--- config.mk ---
export PLATFORM = sky130hd
export DESIGN_NAME = sseg_scan_reader
export DESIGN_NICKNAME = d
export VERILOG_FILES = /design/src/rtl/sseg_scan_reader.sv
export SDC_FILE = /design/constraint.sdc
export NUM_CORES = 1
export LEC_CHECK = 0
export ABC_AREA = 1
export BUFFER_PORTS_ARGS = -buffer_cell sky130_fd_sc_hd__clkbuf_2
export CAP_MARGIN = 10
export CORE_MARGIN = 1.5
export CORE_UTILIZATION = 35
export DETAILED_ROUTE_END_ITERATION = 10
export PLACE_DENSITY_LB_ADDON = 0.3
export SYNTH_ARGS = -nofsm -noshare
export SYNTH_HDL_FRONTEND = slang
export SYNTH_SLANG_ARGS = --single-unit
export TNS_END_PERCENT = 50
--- constraint.sdc ---
create_clock -name clk -period 2.3 [get_ports clk]
set_clock_uncertainty 0.15 [all_clocks]
set_input_delay 0.46 -clock clk [delete_from_list [all_inputs] [get_ports clk]]
set_output_delay 0.46 -clock clk [all_outputs]
set_load 0.02 [all_outputs]
--- src/rtl/sseg_scan_reader.sv ---
// sseg_scan_reader: reads back a multiplexed seven-segment display bus,
// decodes each digit to a hex nibble and publishes the full value only once
// it has been seen unchanged for STABLE_FRAMES complete, error-free frames.
// Optional build macro SSEG_READER_BLANK_EN: when defined, a blanked digit
// (pattern 0000000, leading-zero suppression) is legal and reads back as 0.
module sseg_scan_reader #(
    parameter int DIGITS        = 4,
    parameter int SETTLE        = 2,
    parameter int STABLE_FRAMES = 3
) (
    input  logic                clk,
    input  logic                rst_n,
    input  logic [DIGITS-1:0]   an,
    input  logic [6:0]          sseg_in,
    output logic [4*DIGITS-1:0] value,
    output logic                value_valid,
    output logic                locked,
    output logic                err
);
    localparam logic [3:0] SETTLE_LOAD = 4'(SETTLE);
    localparam logic [3:0] STABLE_MAX  = 4'(STABLE_FRAMES);

    typedef enum logic [2:0] {
        S_WAIT_SEL,
        S_SETTLE,
        S_CAPTURE,
        S_HOLD,
        S_COMMIT
    } state_t;

    state_t              state;
    state_t              state_next;

    logic [DIGITS-1:0]   an_s1;
    logic [DIGITS-1:0]   an_q;
    logic [6:0]          seg_s1;
    logic [6:0]          seg_q;

    logic [3:0]          settle_cnt;
    logic [DIGITS-1:0]   sel;
    logic [4*DIGITS-1:0] frame_buf;
    logic [4*DIGITS-1:0] prev_buf;
    logic [DIGITS-1:0]   seen;
    logic                bad;
    logic [3:0]          stable_cnt;

    logic                dec_ok;
    logic [3:0]          dec_nib;
    logic                seen_hit;
    logic [DIGITS-1:0]   seen_cap;
    logic                bad_cap;
    logic [3:0]          stable_next;
    logic                publish;

    // Map a segment pattern (a..g, active-high) to {legal, nibble}.
    function automatic logic [4:0] decode_seg(input logic [6:0] p);
        logic [4:0] r;
        case (p)
            7'b1111110: r = {1'b1, 4'h0};
            7'b0110000: r = {1'b1, 4'h1};
            7'b1101101: r = {1'b1, 4'h2};
            7'b1111001: r = {1'b1, 4'h3};
            7'b0110011: r = {1'b1, 4'h4};
            7'b1011011: r = {1'b1, 4'h5};
            7'b1011111: r = {1'b1, 4'h6};
            7'b1110000: r = {1'b1, 4'h7};
            7'b1111111: r = {1'b1, 4'h8};
            7'b1111011: r = {1'b1, 4'h9};
            7'b1110111: r = {1'b1, 4'hA};
            7'b0011111: r = {1'b1, 4'hB};
            7'b1001110: r = {1'b1, 4'hC};
            7'b0111101: r = {1'b1, 4'hD};
            7'b1001111: r = {1'b1, 4'hE};
            7'b1000111: r = {1'b1, 4'hF};
`ifdef SSEG_READER_BLANK_EN
            7'b0000000: r = {1'b1, 4'h0};
`endif
            default:    r = {1'b0, 4'h0};
        endcase
        return r;
    endfunction

    // Two-flop synchronisers: the display bus is asynchronous to clk.
    always_ff @(posedge clk or negedge rst_n) begin
        if (!rst_n) begin
            an_s1  <= '0;
            an_q   <= '0;
            seg_s1 <= '0;
            seg_q  <= '0;
        end else begin
            an_s1  <= an;
            an_q   <= an_s1;
            seg_s1 <= sseg_in;
            seg_q  <= seg_s1;
        end
    end

    // Decode, frame-restart detection and the stable-count/publish decision.
    always_comb begin
        {dec_ok, dec_nib} = decode_seg(seg_q);
        seen_hit = |(seen & sel);
        seen_cap = (seen_hit ? '0 : seen) | sel;
        bad_cap  = (seen_hit ? 1'b0 : bad) | ~dec_ok;
        if (bad) begin
            stable_next = 4'd0;
        end else if (frame_buf == prev_buf) begin
            stable_next = (stable_cnt >= STABLE_MAX) ? STABLE_MAX : stable_cnt + 4'd1;
        end else begin
            stable_next = 4'd1;
        end
        publish = !bad && (stable_next == STABLE_MAX) && (!locked || frame_buf != value);
    end

    // FSM state register.
    always_ff @(posedge clk or negedge rst_n) begin
        if (!rst_n) begin
            state <= S_WAIT_SEL;
        end else begin
            state <= state_next;
        end
    end

    // Next-state logic: one capture per select dwell, commit when all digits seen.
    always_comb begin
        state_next = state;
        case (state)
            S_WAIT_SEL: if ($onehot(an_q)) state_next = S_SETTLE;
            S_SETTLE: begin
                if (an_q != sel) begin
                    state_next = S_WAIT_SEL;
                end else if (settle_cnt <= 4'd1) begin
                    state_next = S_CAPTURE;
                end
            end
            S_CAPTURE:  state_next = (&seen_cap) ? S_COMMIT : S_HOLD;
            S_HOLD:     if (an_q != sel) state_next = S_WAIT_SEL;
            S_COMMIT:   state_next = S_HOLD;
            default:    state_next = S_WAIT_SEL;
        endcase
    end

    // Frame assembly, stability tracking and the published outputs.
    always_ff @(posedge clk or negedge rst_n) begin
        if (!rst_n) begin
            settle_cnt  <= '0;
            sel         <= '0;
            frame_buf   <= '0;
            prev_buf    <= '0;
            seen        <= '0;
            bad         <= 1'b0;
            stable_cnt  <= '0;
            value       <= '0;
            value_valid <= 1'b0;
            locked      <= 1'b0;
            err         <= 1'b0;
        end else begin
            value_valid <= 1'b0;
            err         <= 1'b0;
            case (state)
                S_WAIT_SEL: begin
                    if ($onehot(an_q)) begin
                        settle_cnt <= SETTLE_LOAD;
                        sel        <= an_q;
                    end
                end
                S_SETTLE: settle_cnt <= settle_cnt - 4'd1;
                S_CAPTURE: begin
                    for (int i = 0; i < DIGITS; i++) begin
                        if (sel[i]) frame_buf[i*4 +: 4] <= dec_nib;
                    end
                    seen <= seen_cap;
                    bad  <= bad_cap;
                end
                S_COMMIT: begin
                    stable_cnt <= stable_next;
                    err        <= bad;
                    if (!bad) prev_buf <= frame_buf;
                    if (publish) begin
                        value       <= frame_buf;
                        value_valid <= 1'b1;
                        locked      <= 1'b1;
                    end
                    seen <= '0;
                    bad  <= 1'b0;
                end
                default: ;
            endcase
        end
    end
endmodule

== Word level (Yosys, flattened, before mapping) ==
Index checks and enable logic that the tools add are counted.

* Equal/unequal tests: 28
* Bitwise operators: 5
* Order comparisons: 2
* Reduce and logical (&&, ||, !) cells: 19
* Add/subtract/negate cells: 5
* Multiplexer cells: 19

{| class="wikitable"
|+ Operators by type and width
! kind !! number
|-
| $eq 7x7->1 const B || 12
|-
| $pmux 5 s16 || 1
|-
| $eq 7x6->1 const B || 3
|-
| $mux 4 || 5
|-
| $eq 16x16->1 || 1
|-
| $ne 16x16->1 || 1
|-
| $pmux 4 s2 || 2
|-
| $reduce_and 2->1 || 8
|-
| $mux 3 || 5
|-
| $pmux 3 s5 || 1
|-
| $eq 7x5->1 const B || 1
|-
| $eq 3x1->1 const B || 2
|-
| $eq 3x2->1 const B || 2
|-
| $add 1x1->2 || 2
|-
| $add 4x1->4 const B || 1
|-
| $and 4x4->4 || 1
|-
| $eq 4x2->1 const B || 1
|-
| $ge 4x2->1 const B || 1
|-
| $le 4x1->1 const B || 1
|-
| $mux 1 || 4
|-
| $ne 2x2->1 const B || 2
|-
| $ne 4x4->1 || 1
|-
| $or 4x4->4 || 1
|-
| $reduce_and 4->1 || 1
|-
| 14 further kinds || 18
|}

* Word-level logic and storage cells: 97
* Input bits: 13
* Flip-flop bits (word level): 93

== Longest topological paths before layout ==
Gate-level depths: netlist of run 1.

* Word-level depth: 9
* Depth in mapped cells: 13
* Depth with buffers taken out: 12

== Worst setup path before layout of run 1 ==
OpenSTA, ideal clock, no wires.

* Kind: register -> register
* From: reg an_q[0]
* To: reg settle_cnt[1]
* Stages on the path, launching flop included: 11
* Setup time: 0.077 ns
* Setup slack: 0.055 ns
* Arrival: 2.017 ns
* Path through: dfrtp_1 inv_1 fa_1 inv_1 ha_1 ha_1 nor3b_1 nand2_1 nand2_1 nor2_1 a21oi_1

* Longest elaborated chain between the ends: 5

{| class="wikitable"
|+ RTL lines
! element !! RTL line !! RTL
|-
| start: declaration || 35 || <nowiki>logic [DIGITS-1:0] an_q;</nowiki>
|-
| start signal: assignment || 92 || <nowiki>an_q <= an_s1;</nowiki>
|-
| $add 1x1->2 (implied by the code) || 161 || <nowiki>if ($onehot(an_q)) begin</nowiki>
|-
| $add 2x2->3 (implied by the code) || 161 ||
|-
| $eq 3x1->1 || 161 ||
|-
| $ne 2x2->1 (no line) || - ||
|-
| $reduce_and 2->1 (no line) || - ||
|-
| end signal: assignment || 166 || <nowiki>S_SETTLE: settle_cnt <= settle_cnt - 4'd1;</nowiki>
|-
| end: declaration || 39 || <nowiki>logic [3:0] settle_cnt;</nowiki>
|}

Every way passes these cells.
A chain may end at the register's enable or synchronous reset.

== Worst setup path in the final report of run 1 ==
* From: reg an_q[0]
* To: reg settle_cnt[2]

The elaborated chain is that of the path after synthesis.

==> summary.md, run 1 <==
| Metric | Value |
|---|---|
| Compound-cell area share of the yosys netlist | 5.65% |
| GPL Wtd Cong | 0.871 |
| Final setup violation count | 0 |
| Yosys top cell by area | dfrtp_1 |
| Pint | 3.07 mW |
| Slew @ Worst Pin | 0.422 ns |
| Critical path endpoint category | flop |
| Vias in the first global route | 3600 |
| Adder-cell share of the synthesized area | 1.84% |
| First-pass GRT wire length | 16400 um |
| Synth Warn # | 0 |
| Synth cell count leaders | 219 x nand2_1, 93 x dfrtp_1, 77 x inv_1 |
| Core footprint | 0.0126 mm^2 |
| Synthesized cell area | 0.00450 mm^2 |
| Largest net degree at the start of global routing | 44 |
| Clock tree buffer depth | 2 |
| Fraction of layout cells with a size suffix above 1 | 13.7% |
| Die X | 116 um |
| Hpwl dp | 6810 um |
| Final hold vios | 0 |
| Ys async rst share | 100% |
| Die ar. | 0.0135 mm^2 |
| Top-area cell type share of the netlist area | 51.7% |
| Worst setup SP type | flop |
| Multi-input logic area | 0.00185 mm^2 |
| Synth cell types | 30 |
| IO Pins | 32 |
| DRT iter0 DRCs | 184 |
| Worst EP arrival | 2.30 ns |
| Delay-heaviest family, CP | adder cells |
| Post-layout min period | 2.23 ns |
| Vias | 3662 |
| First drt pass iteration count | 4 |
| Power Density | 848 mW/mm^2 |
| Worst-path clk slew | 0.06 ns |
| Fmax | 0.449 GHz |
| Synth Area in Simple Gates | 31.3% |
| Place WS | -0.227 ns |
| Xor/xnor cell area share of the yosys netlist | 1.17% |
| Max-cap violation count | 0 |
| Reg area | 0.00233 mm^2 |
| Remaining antenna violation count | 0 |
| EDFF count, synth | 0 |
| CTS tree | done |
| Worst endpoint required time | 2.37 ns |
| Initial core utilization | 35.8% |
| Post-place instance area | 0.00492 mm^2 |
| Post-route cell area | 0.00531 mm^2 |
| Flop pwr share | 43.7% |
| Clock buffer count from CTS | 9 |
| Maximum vdd drop | 0.000651 V |
| Area Growth Syn to Fin | 18.0% |
| Post-synthesis sequential area ratio | 51.7% |
| Clock Root Buffer | clkbuf_16 |
| H-tree depth | 3 |
| Clk network pwr share | 35.0% |
| Worst hold path type | primary input to flop |
| Chip Height | 116 um |
| Via density | 4.53 |
| Clock insertion delay at the later pin of the skew report | 0.34 ns |
| Diode count | 0 |
| # rows | 41 |
| CP max FO | 5 |
| Average size of a mapped cell | 7.73 um^2 |
| Final worst-path cycle share | 96.8% |
| TritonCTS Sinks | 93 |
| Max-slew headroom | 71.8% |
| Pwr Total | 4.50 mW |
| Syn nets | 601 |
| Outcome | finished, final reports clean |
| # fillers | 1269 |
| DRC | 0 |
| Comb power frac | 21.3% |
| Antenna violations before repair | 0 |
| IO Port Bufs | 31 |
| CP max-delay cell | fa_1 |
| Setup ws final | 0.0728 ns |
| RSZ-0062 raised after global routing | true |
| Crit Path Category | flop to flop |
| WL final | 9550 um |
| Sw Share | 31.8% |
| Multiplexer share of the synthesized area | 0% |
| Most frequent cell after synthesis | nand2_1 |
| Leakage | 2.73 nW |
| Slew Viols, Final | 0 |
| Grt total ovfl | 0 |
| Main synth FF type | dfrtp_1 |
| Setup TNS | 0 ns |
| Net load switching power | 1.43 mW |
| GRT Overall Usage | 15.7% |
| Crit-path cells | inv_2, fa_1, inv_1, ha_2, ha_4, nor3b_4, nand2_2, o21ai_0, a21oi_1 |
| Post-synthesis instance total | 582 |
| Max incr delay on CP | 0.54 ns |
| WP buf/inv | 2 |
| Layout Nets | 650 |
| WL per Instance | 11.8 um |
| Main combinational cell family by area after synthesis | simple AND/OR/NAND/NOR gates |
| Synth top area cells | dfrtp_1 52%, nand2_1 18%, inv_1 6.4% |
| Post-synthesis sequential element count | 93 |
routing by layer:
metal / wire, um / up-vias / global-route usage (%)
met2: 4550 / 74 / 26.3
met1: 4390 / 1670 / 19.5
met4: 263 / 0 / 6.99
met5: 0 / - / 0
met3: 345 / 19 / 3.48
li1: - / 1899 / -
cell usage in the layout, fill, tap and decap left out, types with 2 or more instances in the layout:
cell type,netlist,layout
a21oi_1,4,3
nor3_1,10,10
buf_4,0,11
nand4_1,6,6
nand2_4,2,2
nand3_1,35,35
clkinv_2,0,3
inv_2,11,13
xor2_1,3,3
bufinv_16,0,2
nor3_4,2,2
dfrtp_1,93,93
clkbuf_16,0,9
nor2_2,2,3
xnor2_1,3,3
ha_1,5,3
o21ai_0,40,38
o22ai_1,2,2
o21ai_1,0,2
nor2_1,52,51
inv_1,77,75
nand2_1,219,218
clkbuf_2,0,30
clkinvlp_4,0,2
per-stage QoR:
stage | util (%) | cells | hold WS (ns)
final | 42.2 | 808 | 0.0747
after global routing | 42.2 | 808 | 0.0560
after CTS | 42.0 | 807 | 0.0616
after detailed placement | 39.2 | 789 | 0.185
after global placement | 39.2 | 789 | 0.183
after floorplan | - | 582 | 0.0144
final cells by class:
type | instances | area share, %
clock inverters | 7 | 1.70
inverters | 89 | 6.29
repair buffers | 43 | 4.95
well taps | 172 | 4.05
multi-input cells | 395 | 34.9
clock buffers | 9 | 4.24
flip-flops and latches | 93 | 43.8
power groups by stage:
stage / logic, mW / clock network [mW] / registers (mW)
after CTS: 0.926 / 1.62 / 1.96
final: 0.958 / 1.58 / 1.97
after floorplan: 0.659 / 0 / 1.95
after global placement: 0.859 / 0 / 1.99
after detailed placement: 0.893 / 0 / 1.99
after global routing: 1.11 / 1.69 / 1.99
repair_timing:
action                                 CTS  global route
pin swaps                                5             5
gates resized for setup                  9             5
buffers inserted                         0             1
endpoints found under the hold margin   31             0
hold buffers                             1             0
cloned                                   1             0
setup endpoints to repair                9            16
cell families after synthesis:
kind of cell / after synthesis
simple gates: 333
compound gates: 49
xor+xnor: 6
fa+ha+maj: 6
buf+inv: 95
flops: 93
registers in the layout, indices dropped and copies added (netlist names):
signal	flops
locked	1
settle_cnt	4
an_q	4
err	1
value_valid	1
prev_buf	16
bad	1
stable_cnt	4
seen	4
seg_q	7
value	16
state	3
an_s1	4
seg_s1	7
frame_buf	16
sel	4
worst paths after layout:
kind	slack, ns	cells past startpoint	endpoint	from
max	0.07	9	settle_cnt[2]$_DFFE_PN0P_	an_q[0]$_DFF_PN0_
max in group asynchronous	0.96	3	prev_buf[9]$_DFFE_PN0P_	rst_n
max reg2reg	0.07	9	settle_cnt[2]$_DFFE_PN0P_	an_q[0]$_DFF_PN0_
min reg2reg	0.20	0	seg_q[1]$_DFF_PN0_	seg_s1[1]$_DFF_PN0_
min in group asynchronous	0.44	2	value[15]$_DFFE_PN0P_	rst_n
min	0.07	1	seg_s1[3]$_DFF_PN0_	sseg_in[3]
No activity file was read; power rests on OpenSTA's default activity.
==> inputs of run 2 (changes only) <==
SETUP_SLACK_MARGIN = 0.15   (was unset)
==> summary.md, run 2 (synthesized netlist as in run 1, its figures left out) <==
| Metric | Value |
|---|---|
| Hold_sp | an[2] |
| Remaining antenna violation count | 0 |
| First-pass GRT wire length | 16700 um |
| DRT iter0 DRCs | 161 |
| Vias | 3693 |
| Flop pwr share | 43.1% |
| Setup TNS | 0 ns |
| Max-cap violation count | 0 |
| GRT Overall Usage | 16.0% |
| Chip Height | 116 um |
| Post-layout min period | 2.28 ns |
| Fmax | 0.438 GHz |
| Post-place instance area | 0.00492 mm^2 |
| Area Growth Syn to Fin | 19.7% |
| RR Startpoint | an_q[0]$_DFF_PN0_ |
| Crit. Startpoint | an_q[0]$_DFF_PN0_ |
| Diode count | 0 |
| Clk network pwr share | 35.1% |
| Critical path endpoint category | flop |
| Leakage | 2.76 nW |
| Final setup violation count | 0 |
| Net load switching power | 1.48 mW |
| Grt total ovfl | 0 |
| H-tree depth | 3 |
| R2R setup slack | 0.02 ns |
| CTS tree | done |
| # rows | 41 |
| Max-slew headroom | 73.4% |
| Outcome | finished, final reports clean |
| Regs by FF count | frame_buf (16), prev_buf (16), value (16) |
| Die ar. | 0.0135 mm^2 |
| Non-filler cells, final | 813 |
| Largest net degree at the start of global routing | 45 |
| IO Pins | 32 |
| Comb power frac | 21.8% |
| Sw Share | 32.3% |
| Final Util | 42.9% |
| Die X | 116 um |
| Slew @ Worst Pin | 0.399 ns |
| Number of cells after detailed placement | 788 |
| TritonCTS Sinks | 93 |
| Clock Root Buffer | clkbuf_16 |
| Worst endpoint required time | 2.37 ns |
| Initial core utilization | 35.8% |
| WHS Path Cells | 1 |
| DRC | 0 |
| Maximum vdd drop | 0.000470 V |
| Pint | 3.09 mW |
| R2r endpoint | sel[3]$_DFFE_PN0P_ |
| Via density | 4.54 |
| Most frequent cells in the layout | 217 x nand2_1, 93 x dfrtp_1, 74 x inv_1, 51 x nor2_1 |
| Worst hold path type | primary input to flop |
| Clock tree buffer depth | 2 |
| WHS Endpoint | an_s1[2]$_DFF_PN0_ |
| Power Density | 848 mW/mm^2 |
| WL per Instance | 12.1 um |
| Core footprint | 0.0126 mm^2 |
| Worst r2r path cells | 10 |
| Clock insertion delay at the later pin of the skew report | 0.34 ns |
| Final hold vios | 0 |
| CP max FO | 5 |
| First drt pass iteration count | 5 |
| Layout Nets | 655 |
| IO Port Bufs | 31 |
| Worst setup SP type | flop |
| GPL Wtd Cong | 0.808 |
| Crit Path Category | flop to flop |
| Antenna violations before repair | 0 |
| Fraction of layout cells with a size suffix above 1 | 15.1% |
| Hpwl dp | 6900 um |
| Commonest non-fill, non-tap cell in the layout | nand2_1 |
| Clock buffer count from CTS | 9 |
| RSZ-0062 raised after global routing | true |
| Vias in the first global route | 3483 |
| Final worst-path cycle share | 99.3% |
| Worst-path clk slew | 0.07 ns |
| Worst EP arrival | 2.35 ns |
| WL final | 9810 um |
| Post-route cell area | 0.00539 mm^2 |
| Slew Viols, Final | 0 |
==> run 2: cell count changes in the layout (fill, tap and decap cells not counted), sizes merged <==
cell | before | now
inv | 88 | 89
clkinv | 4 | 1
clkinvlp | 2 | 4
buf | 12 | 17
==> run 2: timing repair <==
action | in CTS | in global routing
resized for setup | 6 | 18
gates cloned | 1 | 0
setup buffers | 2 | 5
setup endpoints to repair | 10 | 28
hold endpoints to repair | 28 | 0
pin swaps | 6 | 10
hold buffers | 1 | 0
==> run 2: cell type report <==
class                      instances  area (um^2)
clock inverter                     7         98.8
clock buffer                       9          225
inverter                          89          337
fill                            1246         7180
tap                              172          215
timing repair buffer              48          300
multi-input combinational        395         1880
sequential                        93         2330
==> run 2: stage by stage <==
stage	hold WS (ns)	total power, mW	worst slack (ns)
2_1_floorplan	0.0144	2.62	0.150
3_3_place_gp	0.182	2.85	0.0259
3_5_place_dp	0.185	2.88	-0.0406
4_1_cts	0.0592	4.53	0.0278
5_1_grt	0.0504	4.87	-0.0709
6_report	0.0670	4.57	0.0171
==> run 2: worst max-delay path by stage <==
stage | to | slack [ns] | cells past startpoint
global placement | settle_cnt[1]$_DFFE_PN0P_ | 0.03 | 10
global route | sel[3]$_DFFE_PN0P_ | -0.07 | 9
floorplan | settle_cnt[1]$_DFFE_PN0P_ | 0.15 | 10
detailed placement | settle_cnt[1]$_DFFE_PN0P_ | -0.04 | 10
finish | sel[3]$_DFFE_PN0P_ | 0.02 | 10
CTS | settle_cnt[1]$_DFFE_PN0P_ | 0.03 | 10
==> run 2: metal layers <==
layer	part of all wire [%]	vias up	global-route usage, %
met5	0	-	0
met4	1.8	0	5.61
met3	4.8	18	3.58
met2	48	89	27.2
met1	46	1679	20.3
li1	-	1907	-
==> run 2: power groups by stage <==
stage	Sequential [mW]	Clock [mW]	Combinational (mW)
after floorplan	1.95	0	0.664
after global placement	1.99	0	0.862
after detailed placement	2.00	0	0.888
after CTS	1.96	1.65	0.918
after global routing	2.00	1.71	1.16
final	1.97	1.60	0.995
==> run 2: worst max-delay path: stages (launching register included) <==
cell and delay (ns):
dfrtp_1 0.36, inv_2 0.06, fa_1 0.56, inv_2 0.05
ha_4 0.15, ha_4 0.21, nor3b_4 0.22, buf_4 0.16
nand2_4 0.06, nand2_1 0.08, o21ai_0 0.09
